`config.mk`:
```
export PLATFORM = sky130hd
export DESIGN_NAME = cond_logic
export DESIGN_NICKNAME = d
export VERILOG_FILES = /design/src/rtl/arm_pkg.sv /design/src/rtl/cond_check.sv /design/src/rtl/cond_logic.sv
export SDC_FILE = /design/constraint.sdc
export NUM_CORES = 1
export LEC_CHECK = 0
export ABC_CLOCK_PERIOD_IN_PS = 3080
export BUFFER_PORTS_ARGS = -buffer_cell sky130_fd_sc_hd__buf_2
export CAP_MARGIN = 10
export CORE_AREA = 2 2 39 41
export DETAILED_ROUTE_END_ITERATION = 16
export DIE_AREA = 0 0 41 43
export HOLD_SLACK_MARGIN = 0.15
export SETUP_SLACK_MARGIN = 0.2
export SLEW_MARGIN = 25
export SYNTH_ARGS = -nofsm -noshare
export SYNTH_HDL_FRONTEND = slang
export SYNTH_HIERARCHICAL = 1
export SYNTH_SLANG_ARGS = --single-unit
```
`constraint.sdc`:
```
create_clock -name clk -period 3.08 [get_ports clk]
set_clock_uncertainty 0.1 [all_clocks]
set_input_delay 0.462 -clock clk [delete_from_list [all_inputs] [get_ports clk]]
set_output_delay 0.462 -clock clk [all_outputs]
set_load 0.02 [all_outputs]
```
`src/rtl/arm_pkg.sv`:
```
// rtl/arm_pkg.sv - shared ARM control-unit types: condition codes and flag bit positions
package arm_pkg;

  typedef enum logic [3:0] {
    EQ = 4'b0000, NE = 4'b0001, CS = 4'b0010, CC = 4'b0011,
    MI = 4'b0100, PL = 4'b0101, VS = 4'b0110, VC = 4'b0111,
    HI = 4'b1000, LS = 4'b1001, GE = 4'b1010, LT = 4'b1011,
    GT = 4'b1100, LE = 4'b1101, AL = 4'b1110, NV = 4'b1111
  } cond_e;

  localparam int FLAG_N = 3;
  localparam int FLAG_Z = 2;
  localparam int FLAG_C = 1;
  localparam int FLAG_V = 0;

endpackage

```
`src/rtl/cond_check.sv`:
```
// rtl/cond_check.sv - combinational condition-field evaluation against the NZCV flags
module cond_check
  import arm_pkg::*;
(
  input  logic [3:0] i_cond,
  input  logic [3:0] i_flags,
  output logic       o_cond_ex
);

  logic w_n, w_z, w_c, w_v;

  always_comb begin
    w_n = i_flags[FLAG_N];
    w_z = i_flags[FLAG_Z];
    w_c = i_flags[FLAG_C];
    w_v = i_flags[FLAG_V];
  end

  // NV is an unimplemented encoding, so it squashes like a failed condition
  always_comb begin
    o_cond_ex = 1'b0;
    case (cond_e'(i_cond))
      EQ: o_cond_ex = w_z;
      NE: o_cond_ex = ~w_z;
      CS: o_cond_ex = w_c;
      CC: o_cond_ex = ~w_c;
      MI: o_cond_ex = w_n;
      PL: o_cond_ex = ~w_n;
      VS: o_cond_ex = w_v;
      VC: o_cond_ex = ~w_v;
      HI: o_cond_ex = w_c & ~w_z;
      LS: o_cond_ex = ~w_c | w_z;
      GE: o_cond_ex = (w_n == w_v);
      LT: o_cond_ex = (w_n != w_v);
      GT: o_cond_ex = ~w_z & (w_n == w_v);
      LE: o_cond_ex = w_z | (w_n != w_v);
      AL: o_cond_ex = 1'b1;
      default: o_cond_ex = 1'b0;
    endcase
  end

endmodule

```
`src/rtl/cond_logic.sv`:
```
// rtl/cond_logic.sv - NZCV flag state and conditional gating of decoder writes; COND_STATS_EN adds exec/squash counters
module cond_logic
  import arm_pkg::*;
#(
  parameter int CNT_W = 32
) (
  input  logic             clk,
  input  logic             reset,
  input  logic [3:0]       Cond,
  input  logic [3:0]       ALUFlags,
  input  logic [1:0]       FlagW,
  input  logic             PCS,
  input  logic             RegW,
  input  logic             MemW,
  input  logic             NoWrite,
  output logic             PCSrc,
  output logic             RegWrite,
  output logic             MemWrite,
  output logic             CondEx,
  output logic [3:0]       Flags
`ifdef COND_STATS_EN
  ,
  output logic [CNT_W-1:0] ExecCount,
  output logic [CNT_W-1:0] SquashCount
`endif
);

  logic [1:0] r_nz;
  logic [1:0] r_cv;
  logic       w_cond_ex;
  logic       w_nz_we;
  logic       w_cv_we;

  assign Flags = {r_nz, r_cv};

  cond_check u_cond_check (
    .i_cond    (Cond),
    .i_flags   (Flags),
    .o_cond_ex (w_cond_ex)
  );

  assign CondEx   = w_cond_ex;
  assign PCSrc    = PCS & w_cond_ex;
  assign RegWrite = RegW & w_cond_ex & ~NoWrite;
  assign MemWrite = MemW & w_cond_ex;

  assign w_nz_we = FlagW[1] & w_cond_ex;
  assign w_cv_we = FlagW[0] & w_cond_ex;

  // ALUFlags is only sampled under its enable, so unknowns there never reach the flags
  always_ff @(posedge clk) begin
    if (reset) begin
      r_nz <= 2'b00;
      r_cv <= 2'b00;
    end else begin
      if (w_nz_we) r_nz <= ALUFlags[3:2];
      if (w_cv_we) r_cv <= ALUFlags[1:0];
    end
  end

`ifdef COND_STATS_EN
  logic [CNT_W-1:0] r_exec_cnt;
  logic [CNT_W-1:0] r_squash_cnt;

  always_ff @(posedge clk) begin
    if (reset) begin
      r_exec_cnt   <= '0;
      r_squash_cnt <= '0;
    end else if (w_cond_ex) begin
      r_exec_cnt   <= r_exec_cnt + 1'b1;
    end else begin
      r_squash_cnt <= r_squash_cnt + 1'b1;
    end
  end

  assign ExecCount   = r_exec_cnt;
  assign SquashCount = r_squash_cnt;
`endif

endmodule

```
== Word level (Yosys, flattened, before mapping) ==
Index checks and enable logic that the tools add are counted.

* Output and inout port bits: 8
* Bits in registers: 4
* Bits of input ports: 16
* Word-level logic and storage cells: 35

* Equal/unequal tests: 16
* Reductions and logical operators: 1
* Bitwise gates (word level): 15
* Mux-type cells: 1

{| class="wikitable"
|+ Operator list
! kind !! number
|-
| equality test 4 bit (second input constant) || 7
|-
| equality test 4 x 3 -> 1 bit (second input constant) || 4
|-
| one-hot mux 1 bit (15 select lines) || 1
|-
| bitwise AND 1 bit || 8
|-
| equality test 4 x 2 -> 1 bit (second input constant) || 2
|-
| inverter 1 bit || 5
|-
| equality test 4 x 1 -> 1 bit (second input constant) || 1
|-
| zero test 4 bit || 1
|-
| bitwise OR 1 bit || 2
|-
| equality test 1 bit || 1
|-
| inequality test 1 bit || 1
|}

== Longest topological paths before layout ==
* Depth in word-level cells: 5
* Depth in mapped cells: 8
* Gate-level depth less buffers: 6

== By module ==
The synthesis kept the hierarchy.

{| class="wikitable"
|+ Modules (own cells, without submodules)
! module !! sequential area each (sq um) !! instances !! cells each !! area an instance (sq um)
|-
| cond_logic || 80.1 || 1 || 20 || 196.4
|-
| cond_check || 0.0 || 1 || 28 || 193.9
|}

== Worst setup path before layout ==
OpenSTA, ideal clock, no wires.

* Path kind: register to output
* Start point: reg r_nz[1]
* End point: out RegWrite
* Path buffers: 1
* Slack: 0.631 ns
* Arrival: 1.887 ns
* Stages on the path, launching flop included: 7
* Path through: dfxtp_1 xnor2_2 o22ai_1 a211o_1 a211o_1 buf_6 and3b_2

* Word-level cells in the longest chain between the ends: 5
* Elaborated cells on any way between the ends: 8
* Classes of those cells: eq/ne (2); mux (1); bitwise (5)

{| class="wikitable"
|+ RTL lines
! what !! RTL line !! source
|-
| from (decl) || cond_logic.sv:28 || <nowiki>logic [1:0] r_nz;</nowiki>
|-
| from (signal assigned) || cond_logic.sv:56 || <nowiki>if (w_nz_we) r_nz <= ALUFlags[3:2];</nowiki>
|-
| inequality test 1 bit / equality test 1 bit (equally long branches) || -- ||
|-
| bitwise OR 1 bit / bitwise AND 1 bit (equally long branches) || cond_check.sv:36, cond_check.sv:35 ||
|-
| one-hot mux 1 bit (15 select lines) * || cond_check.sv:22 || <nowiki>case (cond_e'(i_cond))</nowiki>
|-
| net CondEx || cond_logic.sv:19 || <nowiki>output logic CondEx,</nowiki>
|-
| bitwise AND 1 bit * (2 in a row) || cond_logic.sv:44 || <nowiki>assign RegWrite = RegW & w_cond_ex & ~NoWrite;</nowiki>
|-
| to (decl) || cond_logic.sv:17 || <nowiki>output logic RegWrite,</nowiki>
|}

The timed path passes the listed nets; every way through them passes the cells marked *.

== Worst setup path after layout ==
* Start point: reg r_nz[1]
* End point: out RegWrite

* Word-level cells in the longest chain between the ends: 5
* Elaborated cells on any way between the ends: 8
* Classes of those cells: eq/ne (2); mux (1); bitwise (5)

{| class="wikitable"
|+ RTL lines
! what !! RTL line
|-
| inequality test 1 bit / equality test 1 bit (equally long branches) || --
|-
| bitwise OR 1 bit / bitwise AND 1 bit (equally long branches) || cond_check.sv:36, cond_check.sv:35
|-
| one-hot mux 1 bit (15 select lines) * || cond_check.sv:22
|-
| bitwise AND 1 bit * (2 in a row) || cond_logic.sv:44
|}

Mark *: on every way between the ends. The rest lies on a longest branch, timed or not.

==> summary.txt <==
Place
  – Dpl ws: 0.498 ns
  – DP HPWL: 726 um
  – IO Port Bufs: 23
  – Routability cong.: 0.658

STA
  – Tcrit/Tclk final: 0.868
  – Setup-failing EPs final: 0
  – Endpoints failing hold: 0
  – Unrepaired setup endpoints after global routing: no
  – Post-Route Setup TNS: 0 ns
  – Achievable Freq: 374 MHz
  – Rel. slew slack: 0.787
  – Slew Viols, Final: 0
  – Post-route worst setup slack: 0.407 ns
  – Fin Hold WS: 0.332 ns
  – Least-Margin Pin Slew: 0.319 ns
  – Tmin final: 2.67 ns

Floorplan
  – Initial Util: 0.282
  – Chip width: 41 um
  – Row Count: 14
  – Top-level I/O count: 24
  – Die area: 1760 um^2
  – Die H: 43 um
  – Placeable Area: 1380 um^2

Clocking
  – Cts bufs inserted: 3
  – Total clock sinks: 4
  – H-tree depth: 1
  – Clock transition at path regs: 0.03 ns
  – CTS max path bufs: 2
  – CTS Hold Bufs: 0
  – CTS tree: yes
  – Resized cells post-CTS: 0
  – Clock latency at the later pin of the worst-skew pair: 0.23 ns
  – Root buffer cell: clkbuf_4
  – Postcts setup bufs: 0

Global routing
  – First-pass GRT wire length: 1480 um
  – Vias in the first global route: 379
  – Met3 Resource Use GR: 0.0209
  – Initial antenna violation count: 0
  – Routing usage on met2: 0.163
  – Most used routing layer: met1
  – Largest net degree at the start of global routing: 13
  – Grt ovf: 0
  – GRT met1 Usage: 0.167
  – Total GRT Usage: 0.123

Yosys
  – Post-synth EDFFs: 0
  – Ys flop type: dfxtp_1
  – Post-synth top area share: 0.205
  – Mean post-synth cell area: 8.13 um^2
  – Seq/Total Area, Yosys: 0.205
  – Synth Register Bits: 4
  – Synth area leader: dfxtp_1
  – Post-Synthesis Cells: 48
  – Ys async rst share: 0
  – Leading post-synthesis cells by cell area: dfxtp_1, a21oi_1, a21bo_1
  – Number of library cell types mapped by synthesis: 27
  – Count leader, synth: a21oi_1
  – Synth warnings: 6
  – Syn Nets: 64
  – Mapped cell area: 390 um^2
  – Synth top cells by count: a21oi_1, dfxtp_1, nand3_1, a21bo_1

Critical path
  – CP Capture Type: output port
  – Worst Path Max Fanout: 12
  – Critical Path Max Stage Delay: 0.47 ns
  – R2R depth: 6
  – Crit Path Class: reg2out
  – Arr. time, crit path: 2.11 ns
  – Required @ worst endpoint: 2.52 ns
  – CP dominant cell by count: a211o_1
  – Slowest CP cell: dfxtp_1
  – CP Cell Sequence: xnor2_2 > o22ai_1 > a211o_1 > a211o_1 > and3b_2 > buf_2
  – Startpoint types: flip-flop

Route
  – Drt initial violations: 12
  – Detailed-route DRC error count: 0
  – Vias post-DR: 450
  – Drt first pass iters: 4
  – Antenna viol nets, final: 0
  – Drt wl/cell: 10.6 um
  – Final wirelength: 926 um
  – Vias per cell: 5.17

Pwr
  – Leak: 0.000251 uW
  – Peak supply drop: 0.164 mV
  – Pwr dens: 369 nW/um^2

Run
  – MaxCap Viol Count: 0

Worst hold path
  – Hold Path Depth: 2
  – Hold Crit Class: in2reg

Finish
  – Area grow syn2layout: 35.3%
  – Number of nets in the layout: 89
  – Util after Layout: 0.382
  – Layout cells sized above 1: 0.451
  – FILL cells: 148
  – Ant. Diodes: 0

Status
  – Status: complete, no violations
worst paths after layout:
path | from | to | slack, ns
worst max register to register | r_nz[1]$_SDFFE_PP0P_ | r_cv[1]$_SDFFE_PP0P_ | 1.06
worst max-delay path | r_nz[1]$_SDFFE_PP0P_ | RegWrite | 0.41
worst min register to register | r_cv[1]$_SDFFE_PP0P_ | r_cv[1]$_SDFFE_PP0P_ | 0.52
worst min-delay path | reset | r_nz[1]$_SDFFE_PP0P_ | 0.33
critical path, delay by kind of cell (launching register included):
kind                   cells  cell delay, ns
flip-flops                 1            0.47
XOR/XNOR                   1            0.18
buffers and inverters      1            0.15
AO/OA/AOI/OAI              3            0.81
AND/OR/NAND/NOR            1            0.26
stage by stage:
stage          instances  power [uW]  cell area (um^2)
2_1_floorplan         48         111               390
3_3_place_gp          84         132               505
3_5_place_dp          84         132               505
4_1_cts               87         199               528
5_1_grt               87         212               528
6_report              87         195               528
state kept, by name (all words and copies together) (netlist names):
name  count
r_cv      2
r_nz      2
final cells by class:
type | instances | area (um^2) | share of cell area
multi-input cells | 41 | 290 | 0.550
repair buffers | 23 | 115 | 0.218
flip-flops and latches | 4 | 80.1 | 0.152
clock buffers | 3 | 22.5 | 0.0427
well taps | 16 | 20.0 | 0.0379
where the power goes:
group	leakage (uW)	internal (uW)	switching, uW
Combinational	0.000204	32.5	38.3
Sequential	0.0000327	55.6	5.48
Clock	0.0000138	43.4	19.6
Total	0.000251	131	63.4
kinds of logic (layout without fill, tap and decap cells):
group / count (synthesis) / in the layout / share of synthesized area
compound gates: 19 / 19 / 0.353
xor+xnor: 2 / 2 / 0.0641
buf+inv: 3 / 26 / 0.0513
flops: 4 / 4 / 0.205
mux: 1 / 1 / 0.0385
simple gates: 19 / 19 / 0.288
cells in the final DEF, fill, tap and decap left out, types with 2 or more instances in the layout:
master,count
nor3_1,2
nand3_1,4
nand2b_1,2
nor2_1,2
nand2_1,2
buf_2,23
o211ai_1,2
a21oi_1,7
a21bo_1,3
clkbuf_4,3
and2_2,2
a211o_1,2
dfxtp_1,4
layer usage:
layer	vias to the layer above	routed length (um)
li1	228	-
met1	194	447
met2	26	368
met3	2	96
met4	0	14
met5	-	0
Power figures use the tool's default switching activity.
